**src/rtl/prefix_decoder_if.sv**
```systemverilog
// Bus between the prefetch FIFO / opcode consumer and prefix_decoder.
//
// Handshake: the FIFO side offers a byte whenever fifo_empty is low, and the
// byte leaves the FIFO on every rising clock edge where fifo_rd_en is high.
// On the consumer side, opcode and the prefix outputs are a transfer when
// opcode_valid && opcode_ready are both high at a rising edge. Once
// opcode_valid rises, it and its payload stay stable until that transfer or
// a flush.
interface prefix_decoder_if #(
    parameter int CNT_W = 4
);
    logic [7:0]       fifo_data;
    logic             fifo_empty;
    logic             fifo_rd_en;
    logic             flush;
    logic             update;
    logic             segment_override;
    logic [1:0]       override_in;
    logic [7:0]       opcode;
    logic             opcode_valid;
    logic             opcode_ready;
    logic             rep;
    logic             repne;
    logic             lock;
    logic [CNT_W-1:0] prefix_count;

    // Environment side: FIFO head, flush source and opcode consumer
    modport master (
        output fifo_data, fifo_empty, flush, opcode_ready,
        input  fifo_rd_en, update, segment_override, override_in,
        input  opcode, opcode_valid, rep, repne, lock, prefix_count
    );

    // Decoder side
    modport slave (
        input  fifo_data, fifo_empty, flush, opcode_ready,
        output fifo_rd_en, update, segment_override, override_in,
        output opcode, opcode_valid, rep, repne, lock, prefix_count
    );
endinterface

```
**src/rtl/prefix_decoder.sv**
```systemverilog
// x86 prefix decoder: pops bytes from a prefetch FIFO, reports segment
// override prefixes as single-cycle update pulses, counts prefixes and
// presents the first non-prefix byte as a registered opcode.
// Optional feature macro: REP_LOCK_PREFIX_EN (F3h/F2h/F0h become REP/REPNE/
// LOCK prefixes; without it they are plain opcodes and the flags stay 0).
module prefix_decoder #(
    parameter int CNT_W = 4
) (
    input  logic             clk,
    input  logic             reset_n,
    prefix_decoder_if.slave  bus,
    output logic             dbg_hold_o
);

    typedef enum logic {
        FETCH = 1'b0,
        HOLD  = 1'b1
    } state_e;

    state_e           state_q, state_d;
    logic [7:0]       opcode_q, opcode_d;
    logic             rep_q, rep_d;
    logic             repne_q, repne_d;
    logic             lock_q, lock_d;
    logic [CNT_W-1:0] count_q, count_d;

    logic             is_seg;
    logic             is_f0;
    logic             is_f2;
    logic             is_f3;
    logic             is_prefix;
    logic             pop;
    logic             handshake;

    // Classify the byte currently at the FIFO head
    always_comb begin
        is_seg = (bus.fifo_data == 8'h26) || (bus.fifo_data == 8'h2E) ||
                 (bus.fifo_data == 8'h36) || (bus.fifo_data == 8'h3E);
`ifdef REP_LOCK_PREFIX_EN
        is_f0 = (bus.fifo_data == 8'hF0);
        is_f2 = (bus.fifo_data == 8'hF2);
        is_f3 = (bus.fifo_data == 8'hF3);
`else
        is_f0 = 1'b0;
        is_f2 = 1'b0;
        is_f3 = 1'b0;
`endif
        is_prefix = is_seg || is_f0 || is_f2 || is_f3;
    end

    // A pop only happens while fetching, with data present and no flush;
    // gating with reset_n keeps the FIFO untouched while reset is held.
    assign pop       = reset_n && (state_q == FETCH) && !bus.fifo_empty && !bus.flush;
    assign handshake = (state_q == HOLD) && bus.opcode_ready;

    // State register
    always_ff @(posedge clk or negedge reset_n) begin
        if (!reset_n) begin
            state_q <= FETCH;
        end else begin
            state_q <= state_d;
        end
    end

    // Next-state logic: flush always returns to FETCH
    always_comb begin
        state_d = state_q;
        case (state_q)
            FETCH: begin
                if (pop && !is_prefix) begin
                    state_d = HOLD;
                end
            end
            HOLD: begin
                if (bus.flush || bus.opcode_ready) begin
                    state_d = FETCH;
                end
            end
            default: state_d = FETCH;
        endcase
    end

    // Datapath next values: flush and handshake clear flags and count,
    // the opcode register only changes when a non-prefix byte is popped
    always_comb begin
        opcode_d = opcode_q;
        rep_d    = rep_q;
        repne_d  = repne_q;
        lock_d   = lock_q;
        count_d  = count_q;
        if (bus.flush || handshake) begin
            rep_d   = 1'b0;
            repne_d = 1'b0;
            lock_d  = 1'b0;
            count_d = '0;
        end else if (pop) begin
            if (is_prefix) begin
                if (count_q != {CNT_W{1'b1}}) begin
                    count_d = count_q + CNT_W'(1);
                end
                if (is_f3) begin
                    rep_d   = 1'b1;
                    repne_d = 1'b0;
                end
                if (is_f2) begin
                    repne_d = 1'b1;
                    rep_d   = 1'b0;
                end
                if (is_f0) begin
                    lock_d = 1'b1;
                end
            end else begin
                opcode_d = bus.fifo_data;
            end
        end
    end

    // Datapath registers
    always_ff @(posedge clk or negedge reset_n) begin
        if (!reset_n) begin
            opcode_q <= 8'h00;
            rep_q    <= 1'b0;
            repne_q  <= 1'b0;
            lock_q   <= 1'b0;
            count_q  <= '0;
        end else begin
            opcode_q <= opcode_d;
            rep_q    <= rep_d;
            repne_q  <= repne_d;
            lock_q   <= lock_d;
            count_q  <= count_d;
        end
    end

    // Outputs: pop-side signals are combinational, opcode side registered.
    // Segment number is bits [4:3] of 26h/2Eh/36h/3Eh (ES/CS/SS/DS).
    always_comb begin
        bus.fifo_rd_en       = pop;
        bus.update           = pop && is_seg;
        bus.segment_override = pop && is_seg;
        bus.override_in      = (pop && is_seg) ? bus.fifo_data[4:3] : 2'b00;
        bus.opcode           = opcode_q;
        bus.opcode_valid     = (state_q == HOLD);
        bus.rep              = rep_q;
        bus.repne            = repne_q;
        bus.lock             = lock_q;
        bus.prefix_count     = count_q;
        dbg_hold_o           = (state_q == HOLD);
    end

endmodule

```
**src/flat_wrapper.sv**
```systemverilog
// flat-port wrapper written by rule: the top's interface ports become plain ports
module prefix_decoder_flat 
#(
    parameter int CNT_W = 4
)
  (clk, reset_n, dbg_hold_o, bus_fifo_data, bus_fifo_empty, bus_flush, bus_opcode_ready, bus_fifo_rd_en, bus_update, bus_segment_override, bus_override_in, bus_opcode, bus_opcode_valid, bus_rep, bus_repne, bus_lock, bus_prefix_count);
  prefix_decoder_if #(.CNT_W(CNT_W)) bus_i ();
  input  logic clk;
  input  logic reset_n;
  output logic dbg_hold_o;
  input wire logic [$bits(bus_i.fifo_data)-1:0] bus_fifo_data;
  input wire logic [$bits(bus_i.fifo_empty)-1:0] bus_fifo_empty;
  input wire logic [$bits(bus_i.flush)-1:0] bus_flush;
  input wire logic [$bits(bus_i.opcode_ready)-1:0] bus_opcode_ready;
  output wire logic [$bits(bus_i.fifo_rd_en)-1:0] bus_fifo_rd_en;
  output wire logic [$bits(bus_i.update)-1:0] bus_update;
  output wire logic [$bits(bus_i.segment_override)-1:0] bus_segment_override;
  output wire logic [$bits(bus_i.override_in)-1:0] bus_override_in;
  output wire logic [$bits(bus_i.opcode)-1:0] bus_opcode;
  output wire logic [$bits(bus_i.opcode_valid)-1:0] bus_opcode_valid;
  output wire logic [$bits(bus_i.rep)-1:0] bus_rep;
  output wire logic [$bits(bus_i.repne)-1:0] bus_repne;
  output wire logic [$bits(bus_i.lock)-1:0] bus_lock;
  output wire logic [$bits(bus_i.prefix_count)-1:0] bus_prefix_count;
  assign bus_i.fifo_data = bus_fifo_data;
  assign bus_i.fifo_empty = bus_fifo_empty;
  assign bus_i.flush = bus_flush;
  assign bus_i.opcode_ready = bus_opcode_ready;
  assign bus_fifo_rd_en = bus_i.fifo_rd_en;
  assign bus_update = bus_i.update;
  assign bus_segment_override = bus_i.segment_override;
  assign bus_override_in = bus_i.override_in;
  assign bus_opcode = bus_i.opcode;
  assign bus_opcode_valid = bus_i.opcode_valid;
  assign bus_rep = bus_i.rep;
  assign bus_repne = bus_i.repne;
  assign bus_lock = bus_i.lock;
  assign bus_prefix_count = bus_i.prefix_count;
  prefix_decoder #(.CNT_W(CNT_W)) u_core (.clk(clk), .reset_n(reset_n), .bus(bus_i), .dbg_hold_o(dbg_hold_o));
endmodule
```
**config.mk**
```make
export PLATFORM = sky130hd
export DESIGN_NAME = prefix_decoder_flat
export DESIGN_NICKNAME = d
export VERILOG_FILES = /design/src/rtl/prefix_decoder_if.sv /design/src/rtl/prefix_decoder.sv /design/src/flat_wrapper.sv
export SDC_FILE = /design/constraint.sdc
export NUM_CORES = 1
export LEC_CHECK = 0
export ABC_AREA = 1
export CORE_MARGIN = 8
export CORE_UTILIZATION = 36
export DETAILED_ROUTE_END_ITERATION = 7
export HOLD_SLACK_MARGIN = 0.06
export PLACE_DENSITY = 0.73
export SLEW_MARGIN = 15
export SYNTH_ARGS = -nofsm -noshare
export SYNTH_HDL_FRONTEND = slang
export SYNTH_SLANG_ARGS = --single-unit
```
**constraint.sdc**
```tcl
create_clock -name clk -period 1.1 [get_ports clk]
set_clock_uncertainty 0.05 [all_clocks]
set_input_delay 0.165 -clock clk [delete_from_list [all_inputs] [get_ports clk]]
set_output_delay 0.165 -clock clk [all_outputs]
set_load 0.02 [all_outputs]
```
Yosys cells after proc, flatten, opt, wreduce, memory -nomap -nowiden
Index checks and enable logic that the tools add are counted.
Widths: inputs -> output; s select.

word-level totals
  input port bits = 13
  register bits = 13
  output and inout port bits = 22

cells by class
  reduce and logical (&&, ||, !) cells = 19
  add/subtract/negate cells = 1
  multiplexer cells = 8
  eq/ne operators = 5
  bitwise logic cells = 3

operators with widths
  operator             number
  $eq 8x6->1 const B   4
  $mux 4               4
  $logic_and 1x1->1    6
  $reduce_and 3->1     2
  $reduce_bool 2->1    3
  $logic_or 1x1->1     5
  $add 4x1->4 const B  1
  $ne 4x4->1 const B   1
  $logic_not 1->1      3
  $not 1->1            3
  $mux 1               2
  $mux 2               1
  $pmux 1 s2           1

Longest topological paths before layout
Gate-level depths: netlist of run 1.

  depth in word-level cells = 8
  gate-level depth with buffers = 7
  mapped depth without buffers = 7

Least setup slack after synthesis of run 1
Ideal clock, no wire load.

  kind = reg2out
  start = register u_core.state_q (netlist: u_core.bus.opcode_valid)
  end = output port bus_override_in[0]
  slack = -414 ps
  cell stages (with the launch flop) = 4
  data arrival time = 1299 ps
  path buffers = 0
  path through = dfrtp_1 > nor2_2 > nand3_4 > nor3_1

on the way
  cells in the longest elaborated chain, start to end = 6

RTL lines
  what                            RTL line               RTL
  start, declared                 prefix_decoder.sv:20   state_e state_q, state_d;
  start signal, assigned          prefix_decoder.sv:61   state_q <= state_d;
  $not 1->1                       --
  $logic_and 1x1->1 (3 in a row)  prefix_decoder.sv:53   assign pop = reset_n && (state_q == FETCH) && !bus.fifo_empty && !bus.flush;
  $logic_and 1x1->1               prefix_decoder.sv:141  bus.override_in = (pop && is_seg) ? bus.fifo_data[4:3] : 2'b00;
  $mux 2                          prefix_decoder.sv:141
  end, declared                   flat_wrapper.sv:18     output wire logic [$bits(bus_i.override_in)-1:0] bus_override_in;

Every way passes these cells.

Worst setup path after layout of run 1
  start = input port bus_fifo_data[6]
  end = output port bus_override_in[0]

on the way
  cells in the longest elaborated chain, start to end = 6
  elaborated cells on any way between the ends = 9

RTL lines
  what                           RTL line               RTL
  start, declared                flat_wrapper.sv:11     input wire logic [$bits(bus_i.fifo_data)-1:0] bus_fifo_data;
  $eq 8x6->1                     prefix_decoder.sv:37   is_seg = (bus.fifo_data == 8'h26) || (bus.fifo_data == 8'h2E) ||
  $logic_or 1x1->1 (2 in a row)  prefix_decoder.sv:37
  $logic_or 1x1->1 (*)           prefix_decoder.sv:38   (bus.fifo_data == 8'h36) || (bus.fifo_data == 8'h3E);
  $logic_and 1x1->1 (*)          prefix_decoder.sv:141
  $mux 2 (*)                     prefix_decoder.sv:141

Mark *: on every way between the ends. The rest lies on a longest branch, timed or not.

==> Implementation_results.wiki, run 1 <==
{| class="wikitable"
! Metric !! Value
|-
| Post-route fraction of the period consumed by the critical path || 135.3%
|-
| Clock latency at the later pin of the worst-skew pair || approximately 280 ps
|-
| H-tree depth || 1
|-
| Cell-internal power || between 0.8 and 0.9 mW
|-
| Netlist area before placement || between 700 and 800 µm²
|-
| Synth warnings || 0
|-
| Post-synth EDFFs || 0
|-
| Commonest non-fill, non-tap cell in the layout || buf_4
|-
| Fraction of layout instances using a drive strength above 1 || a little under three fifths
|-
| Static leakage || approximately 0.71 nW
|-
| Unique cell type count in the Yosys netlist || 23
|-
| Total routed wirelength || approximately 2300 µm
|-
| Final critical-path required period || 1489 ps
|-
| Setup TNS after final layout || -5165 ps
|-
| Clock Tree Root || clkbuf_4
|-
| Post-synthesis cell type with the largest combined area || dfrtp_1
|-
| Wire length of the first global-routing pass || approximately 3300 µm
|-
| Cell count of the worst reg-to-reg path || 8
|-
| Crit Path Category || input port to primary output
|-
| Final HPWL from detailed placement || 1619 µm
|-
| Comb power frac || between 30% and 40%
|-
| Number of nets in the layout || approximately 150
|-
| Peak clock frequency supported by timing || between 600 and 700 MHz
|-
| Number of placed instances with taps included || roughly 160
|-
| Area after DPL || about 1200 µm²
|-
| Initial standard-cell utilization of the core || 38.33%
|-
| Worst-path fanout max || 4
|-
| Number of endpoints failing setup at the final stage || 20
|-
| Die footprint || 3808 µm²
|-
| Share of async-settable or async-resettable flops after synthesis || 100.0%
|-
| Violated checks || negative setup slack
|-
| RSZ-0062 raised after global routing || yes
|-
| Share of the yosys chip area belonging to registers || between 40% and 50%
|-
| DRC violations left || 0
|-
| Max rail drop VDD || 0.9181 mV
|-
| Share of Yosys cell area claimed by the top area cell type || 43.26%
|-
| # port buffers || 31
|-
| Worst Path Buf+Inv || 2
|-
| Data arrival time of the critical path || roughly 1300 ps
|-
| Wirelength per Cell || around 14 µm
|-
| Final count of hold timing violations || 0
|-
| Fin area || about 1300 µm²
|-
| Worst Setup Slack, final || -388.8 ps
|-
| Path category of the worst min-delay check || input port to flip-flop
|-
| Clock input transition at the sequential cells of the worst setup and hold paths || 80 ps
|-
| Critical path launch point type || input port
|-
| Power spent charging and discharging nets || between 0.4 and 0.5 mW
|-
| Number of core rows || 16
|-
| Die H || 61.71 µm
|-
| Maximum capacitance violations || 0
|-
| Routability cong. || 0.8698
|-
| Maximum number of pins on one net before global-route repair || 14
|-
| Vias after detailed routing || 766
|-
| Die boundary width || 61.71 µm
|-
| Number of inserted filler cells in the final layout || between 150 and 200
|-
| Final Power || between 1 and 1.5 mW
|-
| Power density of the placed cells || ~990 nW/µm²
|-
| Via density || around 4.7
|-
| Maximum number of buffers from clock root to sink || 2
|-
| Initial drt markers || 9
|-
| Placeable core region || about 2000 µm²
|-
| Hold Path Stages || 3
|-
| Count of antenna-violating nets left after detailed routing || 0
|-
| Clock share of power || between 20% and 30%
|-
| Number of buffers inserted during clock tree synthesis || 3
|-
| Number of antenna violations at the first check in global routing || 0
|-
| Via count of the first global-routing pass || slightly below 800
|-
| Outcome || finished, violations left
|-
| Switching Share || between 30 and 40%
|-
| Remaining global-route overflow || 0
|-
| Layout-stage area growth over the synthesis result || 76.21%
|-
| Final cell count without fillers || roughly 160
|-
| Cell breakdown of the critical path || clkdlybuf4s50_1 > nor2_2 > nand3b_4 > nor3_2 > buf_4
|-
| Reg-to-reg setup timing slack || -290 ps
|-
| Max stage delay on crit path || around 440 ps
|-
| Max-slew violation count || 0
|-
| Share of power burned in registers || ~45%
|-
| Most frequently used flop master after synthesis || dfrtp_1
|-
| CP max stage cell || clkdlybuf4s50_1
|-
| First-pass detailed-route iteration total || 4
|-
| CTS tree || built
|-
| CTS sink cnt || 13
|-
| Cell class contributing the biggest share of worst-path delay || buffers and inverters
|-
| Count of boundary I/O pins || 35
|-
| Global routing usage summed across all routing layers || a little under an eighth
|-
| Sort of element at the end of the critical path || primary output
|-
| Required time at the worst-slack endpoint || approximately 880 ps
|-
| Worst path depth || 5
|-
| Instance count of the mapped netlist || 86
|-
| Post-synthesis area per instance || around 8.7 µm²
|-
| Number of flip-flops and latches in the synthesized netlist || 13
|-
| Most frequent cells in the layout || buf_4 (22), nand2_1 (15), nand2_2 (11), dfrtp_1 (10)
|-
| Count of antenna diodes in the layout || 0
|-
| Ranking of synthesized cells by area || dfrtp_1 (43%), nand2_1 (13%), buf_4 (5.0%)
|}
[power by group through the flow]
stage               logic (mW)  registers, mW  clock network, mW
floorplan                0.130          0.650                  0
global placement         0.415          0.579                  0
detailed placement       0.422          0.576                  0
CTS                      0.375          0.568              0.304
global route             0.457          0.593              0.328
finish                   0.423          0.584              0.301
[cell type report]
class	count	area [µm²]	share of cell area, %
Timing Repair Buffer	50	434.2	32.77
Inverter	9	38.79	2.927
Sequential cell	13	329.1	24.83
Tap cell	27	33.78	2.550
Multi-Input combinational cell	61	462.9	34.94
Clock buffer	4	26.28	1.983
[timing repair]
item / CTS / global route
pin swaps: 3 / 5
cloned: 0 / 1
hold buffers: 0 / 0
buffers inserted: 2 / 1
gates resized for setup: 89 / 31
endpoints found under the setup margin: 32 / 21
[worst paths after layout]
| path | startpoint | endpoint |
|---|---|---|
| min in group asynchronous | reset_n | u_core.bus.opcode_valid$_DFF_PN0_ |
| worst min-delay path | bus_fifo_data[2] | u_core.bus.opcode[2]$_DFFE_PN0P_ |
| worst min register to register | u_core.bus.opcode[7]$_DFFE_PN0P_ | u_core.bus.opcode[7]$_DFFE_PN0P_ |
| worst max-delay path | bus_fifo_data[6] | bus_override_in[0] |
| worst max register to register | u_core.bus.opcode_valid$_DFF_PN0_ | u_core.bus.prefix_count[2]$_DFFE_PN0P_ |
| max in group asynchronous | reset_n | u_core.bus.prefix_count[1]$_DFFE_PN0P_ |
[sequential cells by signal, summed over array words and instances, names as in the netlist]
name / cells
u_core.bus.prefix_count: 4
u_core.bus.opcode_valid: 1
u_core.bus.opcode: 8
[synthesized netlist by cell type (all sizes together), types with 2 or more instances]
library cell	number
nand2	29
nor2	4
buf	6
inv	8
dfrtp	13
nand4	5
nor3	2
nand3	9
o21ai	4
[logic make-up (layout without fill, tap and decap cells)]
kind of cell / after synthesis / in the layout / share of synthesized area (%)
AND/OR/NAND/NOR: 50 / 51 / 35.94
flip-flops: 13 / 13 / 43.26
adder cells (fa/ha/maj): 1 / 1 / 1.664
other: 1 / 3 / 0.4987
XOR/XNOR: 1 / 1 / 1.165
AO/OA/AOI/OAI: 5 / 5 / 5.823
buffers and inverters: 15 / 63 / 11.65
[worst min-delay path: stages]
cell and delay, ps:
dlymetal6s2s_1 100, nand3_1 80, nand2_1 60
[stage by stage]
step           hold WS [ps]  utilization, %  worst slack [ps]
2_1_floorplan        -180.6               -            -202.7
3_3_place_gp          410.2           61.73            -803.4
3_5_place_dp          412.1           61.73            -831.3
4_1_cts               245.8           61.22            -370.7
5_1_grt               167.9           67.54            -434.4
6_report              115.6           67.54            -388.8
[layer usage]
layer	up-vias	part of all wire [%]	GRT usage [%]	wire (µm)
met5	-	0	0	0
met4	0	0.97	3.896	22
met3	2	6.8	4.115	154
met2	24	53	21.12	1192
met1	364	40	12.29	896
li1	376	-	-	-
(Power assumes the default switching activity.)
==> run 2, diff against run 1 <==
- SKIP_LAST_GASP: not set -> 1
==> run 2 against run 1 <==
Compared with the run above: the flow still finishes with violations (negative setup slack); non-clock buffer count is the same; utilization down 0.64 points; clock power barely moved; wire length down 0.26%; critical path type unchanged; via count shrank 1.2%.
==> Implementation_results.wiki, run 2 (synthesis results as in run 1) <==
{| class="wikitable"
! Metric !! Value
|-
| Multi-input gate area in the final layout || 462.9 µm² (unchanged)
|-
| Via density || 4.616 (-1.2%)
|-
| Count of antenna-violating nets left after detailed routing || 0 (unchanged)
|-
| Layout-stage area growth over the synthesis result || 74.54%
|-
| Worst Path Buf+Inv || 2 (unchanged)
|-
| DRC violations left || 0 (unchanged)
|-
| Number of inserted filler cells in the final layout || 181 (+2.8%)
|-
| # port buffers || 31 (unchanged)
|-
| Most frequent cells in the layout || buf_4 (22), nand2_1 (15), nand2_2 (11), buf_2 (10), dfrtp_1 (10)
|-
| Required time at the worst-slack endpoint || 880 ps (about the same)
|-
| Number of core rows || 16 (unchanged)
|-
| Maximum capacitance violations || 0 (unchanged)
|-
| Vias after detailed routing || 757 (-1.2%)
|-
| Number of placed instances with taps included || 156 (unchanged)
|-
| Power density of the placed cells || 981.5 nW/µm² (-0.63%)
|-
| Max stage delay on crit path || 440 ps (about the same)
|-
| RSZ-0062 raised after global routing || yes
|-
| Maximum number of buffers from clock root to sink || 2 (unchanged)
|-
| Max rail drop VDD || 0.9064 mV (-1.3%)
|-
| Reg area || 329.1 µm² (unchanged)
|-
| Remaining global-route overflow || 0 (unchanged)
|-
| Commonest non-fill, non-tap cell in the layout || buf_4
|-
| H-tree depth || 1 (unchanged)
|-
| Post-route fraction of the period consumed by the critical path || 135.4% (about the same)
|-
| Number of buffers inserted during clock tree synthesis || 3 (unchanged)
|-
| CTS tree || built
|-
| Final count of hold timing violations || 0 (unchanged)
|-
| Number of endpoints failing setup at the final stage || 20 (unchanged)
|-
| Setup TNS after final layout || -5044 ps (+121.3 ps)
|-
| Placeable core region || 1962 µm² (unchanged)
|-
| Wirelength per Cell || 13.78 µm (-0.26%)
|-
| Data arrival time of the critical path || 1270 ps (about the same)
|-
| Clock Tree Root || clkbuf_4
|-
| Total routed wirelength || 2260 µm (-0.26%)
|-
| Via count of the first global-routing pass || 777 (unchanged)
|-
| Fraction of layout instances using a drive strength above 1 || 56.20% (unchanged)
|-
| Routability cong. || 0.8698 (unchanged)
|-
| Initial drt markers || 8 (-1)
|-
| Clock latency at the later pin of the worst-skew pair || 280 ps (about the same)
|-
| Crit Path Category || input port to primary output
|-
| CTS sink cnt || 13 (unchanged)
|-
| Largest register FFs || 8 (unchanged)
|-
| Final cell count without fillers || 164 (unchanged)
|-
| Maximum number of pins on one net before global-route repair || 14 (unchanged)
|-
| Initial standard-cell utilization of the core || 38.33% (unchanged)
|-
| Cell breakdown of the critical path || clkdlybuf4s50_1 > nor2_2 > nand3b_4 > nor3_2 > buf_4
|-
| Startpoint of the worst hold path || bus_fifo_data[2]
|-
| Final critical-path required period || 1490 ps (+0.7270 ps)
|-
| Critical path launch point type || input port
|-
| Die H || 61.71 µm (unchanged)
|-
| Startpoint of the lowest-slack register-to-register path || u_core.bus.opcode_valid$_DFF_PN0_
|-
| Global routing usage summed across all routing layers || 11.71% (unchanged)
|-
| Outcome || finished, violations left
|-
| Cts hold-fix bufs || 0 (unchanged)
|-
| Clock input transition at the sequential cells of the worst setup and hold paths || 80 ps (about the same)
|-
| Number of antenna violations at the first check in global routing || 0 (unchanged)
|-
| Die footprint || 3808 µm² (unchanged)
|-
| Number of nets in the layout || 152 (unchanged)
|-
| Utilization after layout || 66.90% (-0.64 points)
|-
| Max-slew violation count || 0 (unchanged)
|-
| Static leakage || 0.7068 nW (-0.45%)
|-
| First-pass detailed-route iteration total || 4 (unchanged)
|-
| Count of antenna diodes in the layout || 0 (unchanged)
|-
| Wire length of the first global-routing pass || 3339 µm (unchanged)
|-
| CP max stage cell || clkdlybuf4s50_1
|-
| Peak clock frequency supported by timing || 671.3 MHz (about the same)
|-
| Worst Setup Slack, final || -389.6 ps (-0.7270 ps)
|-
| Cell class contributing the biggest share of worst-path delay || buffers and inverters
|-
| Violated checks || negative setup slack
|-
| Pre-CTS setup slack || -831.3 ps (unchanged)
|-
| Path category of the worst min-delay check || input port to flip-flop
|-
| Start point of the critical path || bus_fifo_data[6]
|-
| Die boundary width || 61.71 µm (unchanged)
|-
| Worst-path fanout max || 4 (unchanged)
|-
| Sort of element at the end of the critical path || primary output
|-
| Count of boundary I/O pins || 35 (unchanged)
|-
| Final HPWL from detailed placement || 1619 µm (unchanged)
|}
==> run 2: cell count changes in the layout (fill, tap and decap cells not counted) <==
cell,previous run,this run
buf_2,8,10
buf_6,7,5
==> run 2: metal layers <==
layer  wire length [µm]  track usage [%]  vias to the layer above
met1                915            12.29                      356
met3                153            4.115                        2
met5                  0                0                        -
li1                   -                -                      375
met2               1168            21.12                       24
met4                 22            3.896                        0
==> run 2: power by group <==
group          switching [mW]  internal (mW)  leakage [nW]
registers              0.0457          0.536         0.164
clock network           0.159          0.141        0.0150
logic                   0.229          0.178         0.527
==> run 2: tightest hold or removal path, cell delays in order <==
cell,delay [ps]
dlymetal6s2s_1,100
nand3_1,80
nand2_1,60
==> run 2: layout make-up <==
type	instances	share of cell area, %
multi-input cells	61	35.27
inverters	9	2.955
well taps	27	2.574
repair buffers	50	32.13
flip-flops and latches	13	25.07
clock buffers	4	2.002
==> run 2: path summary, 6_finish.rpt <==
| path | to | slack [ps] | cells after the start |
|---|---|---|---|
| worst max-delay path | bus_override_in[0] | -390 | 5 |
| worst min-delay path | u_core.bus.opcode[2]$_DFFE_PN0P_ | 120 | 3 |
| worst max register to register | u_core.bus.prefix_count[2]$_DFFE_PN0P_ | -280 | 8 |
| worst min register to register | u_core.bus.opcode[7]$_DFFE_PN0P_ | 440 | 2 |
| max in group asynchronous | u_core.bus.prefix_count[1]$_DFFE_PN0P_ | 580 | 2 |
| min in group asynchronous | u_core.bus.opcode_valid$_DFF_PN0_ | 240 | 2 |
==> run 2: through the flow <==
step	power, mW	cell area [µm²]	hold WS, ps
2_1_floorplan	0.7800	799.5	-180.6
3_3_place_gp	0.9941	1211	410.2
3_5_place_dp	0.9979	1211	412.1
4_1_cts	1.248	1201	245.8
5_1_grt	1.359	1313	167.9
6_report	1.288	1313	115.1
==> run 2: what timing repair did <==
item / CTS / global route
resized for setup: 89 / 27
pin swaps: 3 / 5
buffers inserted: 2 / 1
endpoints found under the setup margin: 32 / 21
gates cloned: 0 / 1
==> run 3, diff against run 2 <==
- HOLD_SLACK_MARGIN: 0.06 -> not set
==> results of run 3 <==
Final layout, timing and power as in run 2 (identical DEF).
